===== src/rtl/loader_pkg.sv =====
// Shared types and constants for the instruction-memory loader.
package loader_pkg;

    typedef enum logic [2:0] {
        HDR_LO,
        HDR_HI,
        DATA,
        DRAIN,
        DONE,
        ERROR
    } state_t;

    localparam int BYTES_PER_WORD = 4;
    localparam int HDR_BYTES      = 2;

endpackage


===== src/rtl/byte_packer.sv =====
// Packs a byte stream little-endian into 32-bit words; word_valid marks the byte completing a word.
module byte_packer
    import loader_pkg::*;
(
    input  logic        clk,
    input  logic [7:0]  byte_in,
    input  logic        shift_en,
    input  logic        clear,
    output logic [31:0] word,
    output logic        word_valid
);

    localparam logic [1:0] CNT_LAST = 2'(BYTES_PER_WORD - 1);

    logic [1:0]  cnt;
    logic [31:0] sr;

    // Incoming bytes enter at the top so the first byte ends up in bits [7:0].
    assign word       = {byte_in, sr[31:8]};
    assign word_valid = shift_en && (cnt == CNT_LAST);

    always_ff @(posedge clk) begin
        if (clear) begin
            cnt <= '0;
            sr  <= '0;
        end else if (shift_en) begin
            cnt <= cnt + 2'd1;
            sr  <= word;
        end
    end

endmodule


===== src/rtl/imem_loader.sv =====
// Loads a length-prefixed byte image into instruction memory, holding the core in reset until complete.
//
// state  | meaning
// HDR_LO | waiting for word-count low byte
// HDR_HI | waiting for word-count high byte, range check
// DATA   | packing payload bytes and writing words
// DRAIN  | final write strobe in flight
// DONE   | image loaded, core released
// ERROR  | word count too large, bytes swallowed
module imem_loader
    import loader_pkg::*;
#(
    parameter int ADDR_WIDTH = 8,
    parameter int CNT_WIDTH  = 16
) (
    input  logic                  clk,
    input  logic                  reset,
    input  logic [7:0]            rx_data,
    input  logic                  rx_valid,
    output logic                  rx_ready,
    input  logic                  load_req,
    output logic                  imem_we,
    output logic [ADDR_WIDTH-1:0] imem_addr,
    output logic [31:0]           imem_wdata,
    output logic                  core_reset,
    output logic                  done,
    output logic                  error,
    output logic [ADDR_WIDTH:0]   words_loaded
);

    localparam int                    HDR_W    = 8 * HDR_BYTES;
    localparam logic [CNT_WIDTH-1:0]  CAPACITY = CNT_WIDTH'(2 ** ADDR_WIDTH);
    localparam logic [CNT_WIDTH-1:0]  CNT_ONE  = CNT_WIDTH'(1);
    localparam logic [ADDR_WIDTH-1:0] ADDR_ONE = ADDR_WIDTH'(1);
    localparam logic [ADDR_WIDTH:0]   WL_ONE   = (ADDR_WIDTH + 1)'(1);

    state_t                 state, state_nxt;
    logic [7:0]             hdr_lo;
    logic [CNT_WIDTH-1:0]   n_words;
    logic [CNT_WIDTH-1:0]   hdr_n;
    logic                   xfer, restart, last_word;
    logic                   pk_valid, pk_clear, pk_shift;
    logic [31:0]            pk_word;

    assign xfer      = rx_valid && rx_ready;
    assign hdr_n     = CNT_WIDTH'(HDR_W'({rx_data, hdr_lo}));
    assign restart   = load_req && ((state == DONE) || (state == ERROR));
    assign last_word = (CNT_WIDTH'(words_loaded) + CNT_ONE) == n_words;
    assign pk_shift  = xfer && (state == DATA);
    assign pk_clear  = !reset || (state != DATA);

    byte_packer u_packer (
        .clk        (clk),
        .byte_in    (rx_data),
        .shift_en   (pk_shift),
        .clear      (pk_clear),
        .word       (pk_word),
        .word_valid (pk_valid)
    );

    always_ff @(posedge clk) begin
        if (!reset) state <= HDR_LO;
        else        state <= state_nxt;
    end

    always_comb begin
        state_nxt = state;
        case (state)
            HDR_LO: if (xfer) state_nxt = HDR_HI;
            HDR_HI: begin
                if (xfer) begin
                    if (hdr_n > CAPACITY)  state_nxt = ERROR;
                    else if (hdr_n == '0)  state_nxt = DONE;
                    else                   state_nxt = DATA;
                end
            end
            DATA:   if (pk_valid && last_word) state_nxt = DRAIN;
            DRAIN:  state_nxt = DONE;
            DONE:   if (load_req) state_nxt = HDR_LO;
            ERROR:  if (load_req) state_nxt = HDR_LO;
            default: state_nxt = HDR_LO;
        endcase
    end

    always_comb begin
        rx_ready   = 1'b0;
        core_reset = 1'b1;
        done       = 1'b0;
        error      = 1'b0;
        case (state)
            HDR_LO, HDR_HI, DATA: rx_ready = 1'b1;
            DONE: begin
                core_reset = 1'b0;
                done       = 1'b1;
            end
            ERROR: begin
                rx_ready = 1'b1;
                error    = 1'b1;
            end
            default: ;
        endcase
    end

    // The address holds on the last word so a full-capacity image never wraps to 0.
    always_ff @(posedge clk) begin
        if (!reset) begin
            imem_we      <= 1'b0;
            imem_addr    <= '0;
            imem_wdata   <= '0;
            words_loaded <= '0;
            hdr_lo       <= '0;
            n_words      <= '0;
        end else begin
            imem_we <= 1'b0;
            if (restart) begin
                words_loaded <= '0;
                imem_addr    <= '0;
            end else begin
                if ((state == HDR_LO) && xfer) hdr_lo  <= rx_data;
                if ((state == HDR_HI) && xfer) n_words <= hdr_n;
                if (pk_valid) begin
                    imem_we    <= 1'b1;
                    imem_wdata <= pk_word;
                end
                if (imem_we) begin
                    words_loaded <= words_loaded + WL_ONE;
                    if (state != DRAIN) imem_addr <= imem_addr + ADDR_ONE;
                end
            end
        end
    end

endmodule


===== config.mk =====
export PLATFORM = sky130hd
export DESIGN_NAME = imem_loader
export DESIGN_NICKNAME = d
export VERILOG_FILES = /design/src/rtl/loader_pkg.sv /design/src/rtl/byte_packer.sv /design/src/rtl/imem_loader.sv
export SDC_FILE = /design/constraint.sdc
export NUM_CORES = 1
export LEC_CHECK = 0
export BUFFER_PORTS_ARGS = -buffer_cell sky130_fd_sc_hd__buf_2
export CORE_UTILIZATION = 48
export DETAILED_ROUTE_END_ITERATION = 8
export PLACE_DENSITY = 0.69
export SYNTH_ARGS = -nofsm -noshare
export SYNTH_HDL_FRONTEND = slang
export SYNTH_SLANG_ARGS = --single-unit

===== constraint.sdc =====
create_clock -name clk -period 2.9 [get_ports clk]
set_clock_uncertainty 0.15 [all_clocks]
set_input_delay 0.58 -clock clk [delete_from_list [all_inputs] [get_ports clk]]
set_output_delay 0.58 -clock clk [all_outputs]
set_load 0.01 [all_outputs]

# After elaboration in Yosys (flattened, before gate mapping)
# Index checks and enable logic that the tools add are counted.
# classes
n_addsub	4
n_lt_le_gt_ge	1
eq_ne	13
n_mux	12
bitwise_logic	2
n_reduce_logical	20
# op_table
cell	n
$mux W3	6
$eq A10 B16 Y1	1
$gt A16 B9 Y1 const B	1
$logic_not A16 Y1	1
$pmux W3 S5	1
$add A9 B1 Y10 const B	1
$add A9 B1 Y9 const B	1
$add A8 B1 Y8 const B	1
$reduce_and A2 Y1	4
$logic_and A1 B1 Y1	7
$eq A3 B2 Y1 const B	2
$eq A3 B3 Y1 const B	2
$ne A3 B2 Y1 const B	2
$mux W1	5
$ne A2 B1 Y1 const B	2
$ne A2 B2 Y1 const B	2
$reduce_and A4 Y1	1
$reduce_or A2 Y1	2
$reduce_or A4 Y1	1
$eq A3 B1 Y1 const B	1
$logic_not A3 Y1	1
$add A2 B1 Y2 const B	1
$eq A2 B2 Y1 const B	1
$logic_or A1 B1 Y1	2
other kinds (2)	3
# word_totals
register_bits	111
input_bits	12
word_cells	61

# Logic depth before layout (Yosys ltp)
# depth
word_depth	9
ltp_mapped	8
mapped_depth_nobuf	7

# Modules after synthesis
# Synthesis repeated with hierarchy kept, for this count alone.
# unflattened
hier_cells	519
hier_area_um2	4459.3
# by_module_without_submodules
mod	n_inst	cells_each	area_per_inst_um2	seq_area_each_um2
imem_loader	1	425	3435.8	1541.5
byte_packer	1	94	1023.5	520.5

# Least setup slack after synthesis
# No wires, ideal clock.
# synth_path
path_kind	register to register
startpoint	register words_loaded[0]
endpoint	register state[0]
t_arrival_ns	2.026
path_slack_ns	0.653
stages_incl_launch_ff	8
n_path_buf	0
synth_period_minus_slack_ns	2.247
path_cell_list	dfxtp_1 > ha_1 > and2_1 > nor2b_1 > o311ai_0 > a2111oi_4 > a31oi_2 > mux2i_1
# synth_via
elab_chain_cells	5
# synth_rtl
element	line_no	text
start, declared	imem_loader.sv:28	output logic [ADDR_WIDTH:0] words_loaded
start signal, assigned	imem_loader.sv:126	words_loaded <= words_loaded + WL_ONE;
$add A9 B1 Y10	imem_loader.sv:48	assign last_word = (CNT_WIDTH'(words_loaded) + CNT_ONE) == n_words;
$eq A10 B16 Y1	imem_loader.sv:48	
$logic_and A1 B1 Y1	imem_loader.sv:77	DATA: if (pk_valid && last_word) state_nxt = DRAIN;
$ne A2 B1 Y1 (no source line)	--	
$reduce_and A4 Y1 (no source line)	--	
end signal, assigned	imem_loader.sv:63	else state <= state_nxt;
end, declared	imem_loader.sv:37	state_t state, state_nxt;
# Every way passes these cells.
# A chain may end at the register's enable or synchronous reset.

# Final worst setup path
# layout_path
startpoint	register words_loaded[0]
endpoint	register state[2]
# Same word-level chain as after synthesis.

==> impl_metrics.toml <==
[placed_design]
postPlaceCellArea_mm2 = 0.004713
portBuffers = 65
place_hpwl_mm = 6.398
gp_congestion = 0.8145

[worst_setup_path]
end_kind = "register"
start_kind = "register"
critPathKind = "reg2reg"
path_max_fanout = 8
crit_arrival_ns = 2.57
cp.required_ns = 3.06
worst-r2r-setup-slack_ns = 0.49

[sta]
hold_viol_final = 0
post-route-period-util = 0.8327
slew_headroom = 0.4122
fmax_mhz = 414.1
grt_setup_unrepaired = "false"
finalSetupViolations = 0
max_slew.worst_pin.slew_ns = 0.8795
fin_setup_tns_ns = 0
layout_min_cycle_time_ns = 2.415
drv_slew = 0

[floorplanning]
num_rows = 34
die_w_um = 97.31
initial_core_util = 0.4976
die_h_um = 97.31
die_area_mm2 = 0.009469
ioPinCount = 66
core-area_mm2 = 0.008763

[finish]
antenna_cells = 0
final_area_mm2 = 0.004911
final_util = 0.5604
drive_gt1_frac = 0.1679
syn_to_final_growth_pct = 12.63
fin_nets = 558

[yosys]
syn_nets = 511
seq_area_frac_synth = 0.4729
syn_inst = 496
yosys_warnings = 0
yosysTopAreaCell = "dfxtp_1"
synth_edf_count = 0
ys_ff_latch = 103
synth_area_mm2 = 0.004360
synthTopCellsByArea = "dfxtp_1 47%, nand2_1 11%, a21boi_0 6.9%, mux2i_1 6.9%, nor2_1 3.5%"
synth_top_area_frac = 0.4729
syn_avg_cell_area_um2 = 8.791
async_reset_ff_frac = 0
ys.flop_type = "dfxtp_1"
synth_cell_types = 47

[cts]
numCtsBuffers = 9
htree_levels = 3
cts_tree = "done"
cts_sinks = 103
post_cts_buffers = 0
clkTransAtPathRegs_ns = 0.10
cts_max_path_buffers = 2
clock_latency_ns = 0.38
cts_hold_buf = 0
cts_resized = 0
root_buffer = "clkbuf_8"

[global_route]
use_met2 = 0.3353
grt_use_met3 = 0.05612
grt-ovfl-total = 0
grt-busiest-layer = "met2"
grtUsageTotal = 0.2056
grt_max_degree = 35
antenna_found_initial = 0
grt_pass1_vias = 3245
met1_usage = 0.2645
grt_pass1_wl_mm = 15.90

[route]
drc = 0
wl_per_cell_um = 14.14
dr.pass1.iters = 5
vias = 3479
postRouteAntennaNets = 0
via_per_inst = 5.303
routed_wl_mm = 9.279
drtIter0Drc = 133

[power_and_ir_drop]
p_leak_nw = 1.958
p_per_area_mw_per_mm2 = 539.3
peakVddDrop_mv = 0.2789

[run_status]
status = "completed"

[min_path]
min_path_type = "reg2reg"

[run]
drv_cap = 0
## final timing paths
| kind | from | end | cells after the start |
|---|---|---|---|
| max | words_loaded[0] | state[2] | 7 |
| min | imem_wdata[5] | imem_wdata[5] | 2 |
| max reg2reg | words_loaded[0] | state[2] | 7 |
| min reg2reg | imem_wdata[5] | imem_wdata[5] | 2 |
## cell families (layout without fill, tap and decap cells)
group | count (synthesis) | count (layout) | share of synthesized area
compound gates | 83 | 83 | 0.1435
xor+xnor | 21 | 21 | 0.04218
fa+ha+maj | 3 | 3 | 0.008609
buf+inv | 34 | 86 | 0.03242
flops | 103 | 103 | 0.4729
mux | 30 | 30 | 0.06887
simple gates | 222 | 222 | 0.2316
## per-stage QoR
stage	hold slack (ns)	total power, mW	worst slack, ns	cells
after detailed placement	0.2934	1.792	0.5163	640
after floorplan	0.2801	1.722	0.6525	496
final	0.3058	2.648	0.4853	656
after CTS	0.3101	2.676	0.4835	656
after global routing	0.3350	2.770	0.3041	656
after global placement	0.2893	1.784	0.5833	640
## cells in the mapped netlist (2+ instances only)
library cell  count
a21boi_0         40
and3b_1           2
nor4_1            3
nand4_1           6
clkbuf_1         25
dfxtp_1         103
nand3b_1          4
or3_1             6
buf_2             5
and2_1            4
and3_1            2
nor2_1           41
a21boi_1         17
xor2_1           11
nand2_1         129
o21ai_0           8
ha_1              3
a21oi_1           8
and4_1            2
nor3_1            4
nand3_1           5
nor2b_1           4
xnor2_1          10
mux2i_1          30
buf_1             2
## sequential cells by signal, indices dropped and copies added (netlist names)
name,count
state,3
hdr_lo,8
n_words,16
u_packer.sr,24
imem_we,1
imem_addr,8
imem_wdata,32
u_packer.cnt,2
words_loaded,9
## final cells by class
type                    instances  area, µm²
fillers                       810       3852
inverters                       1      3.754
multi-input cells             359       2157
clock inverters                 7      73.82
flip-flops and latches        103       2062
well taps                     108      135.1
repair buffers                 69      355.3
clock buffers                   9      123.9
## routing by layer
layer	wire [µm]	vias to the layer above
met5	0	-
met4	163	0
met3	400	17
met2	4362	83
met1	4353	1616
li1	-	1763
## power by group
part | total [mW] | internal (mW) | switching [mW]
clock network | 0.890 | 0.341 | 0.549
logic | 0.256 | 0.105 | 0.151
registers | 1.50 | 1.45 | 0.0496
## worst max-delay path, stage by stage, from the launching register on
cell and delay (ns):
dfxtp_1 0.38, ha_1 0.31, and2_1 0.20, nor2b_1 0.13, o311ai_0 0.55, a2111oi_4 0.15
a31oi_2 0.29, mux2i_1 0.20
## cells in the final DEF (no fill, tap or decap), types with 8 or more instances in the layout
cell type / synthesis / routed
o21ai_0: 8 / 8
dfxtp_1: 103 / 103
xnor2_1: 10 / 10
xor2_1: 11 / 11
a21boi_1: 17 / 17
nand2_1: 129 / 129
a21boi_0: 40 / 40
mux2i_1: 30 / 30
a21oi_1: 8 / 8
clkbuf_8: 0 / 9
buf_2: 5 / 65
nor2_1: 41 / 41
Note: power is estimated with default switching activity, not from simulation.
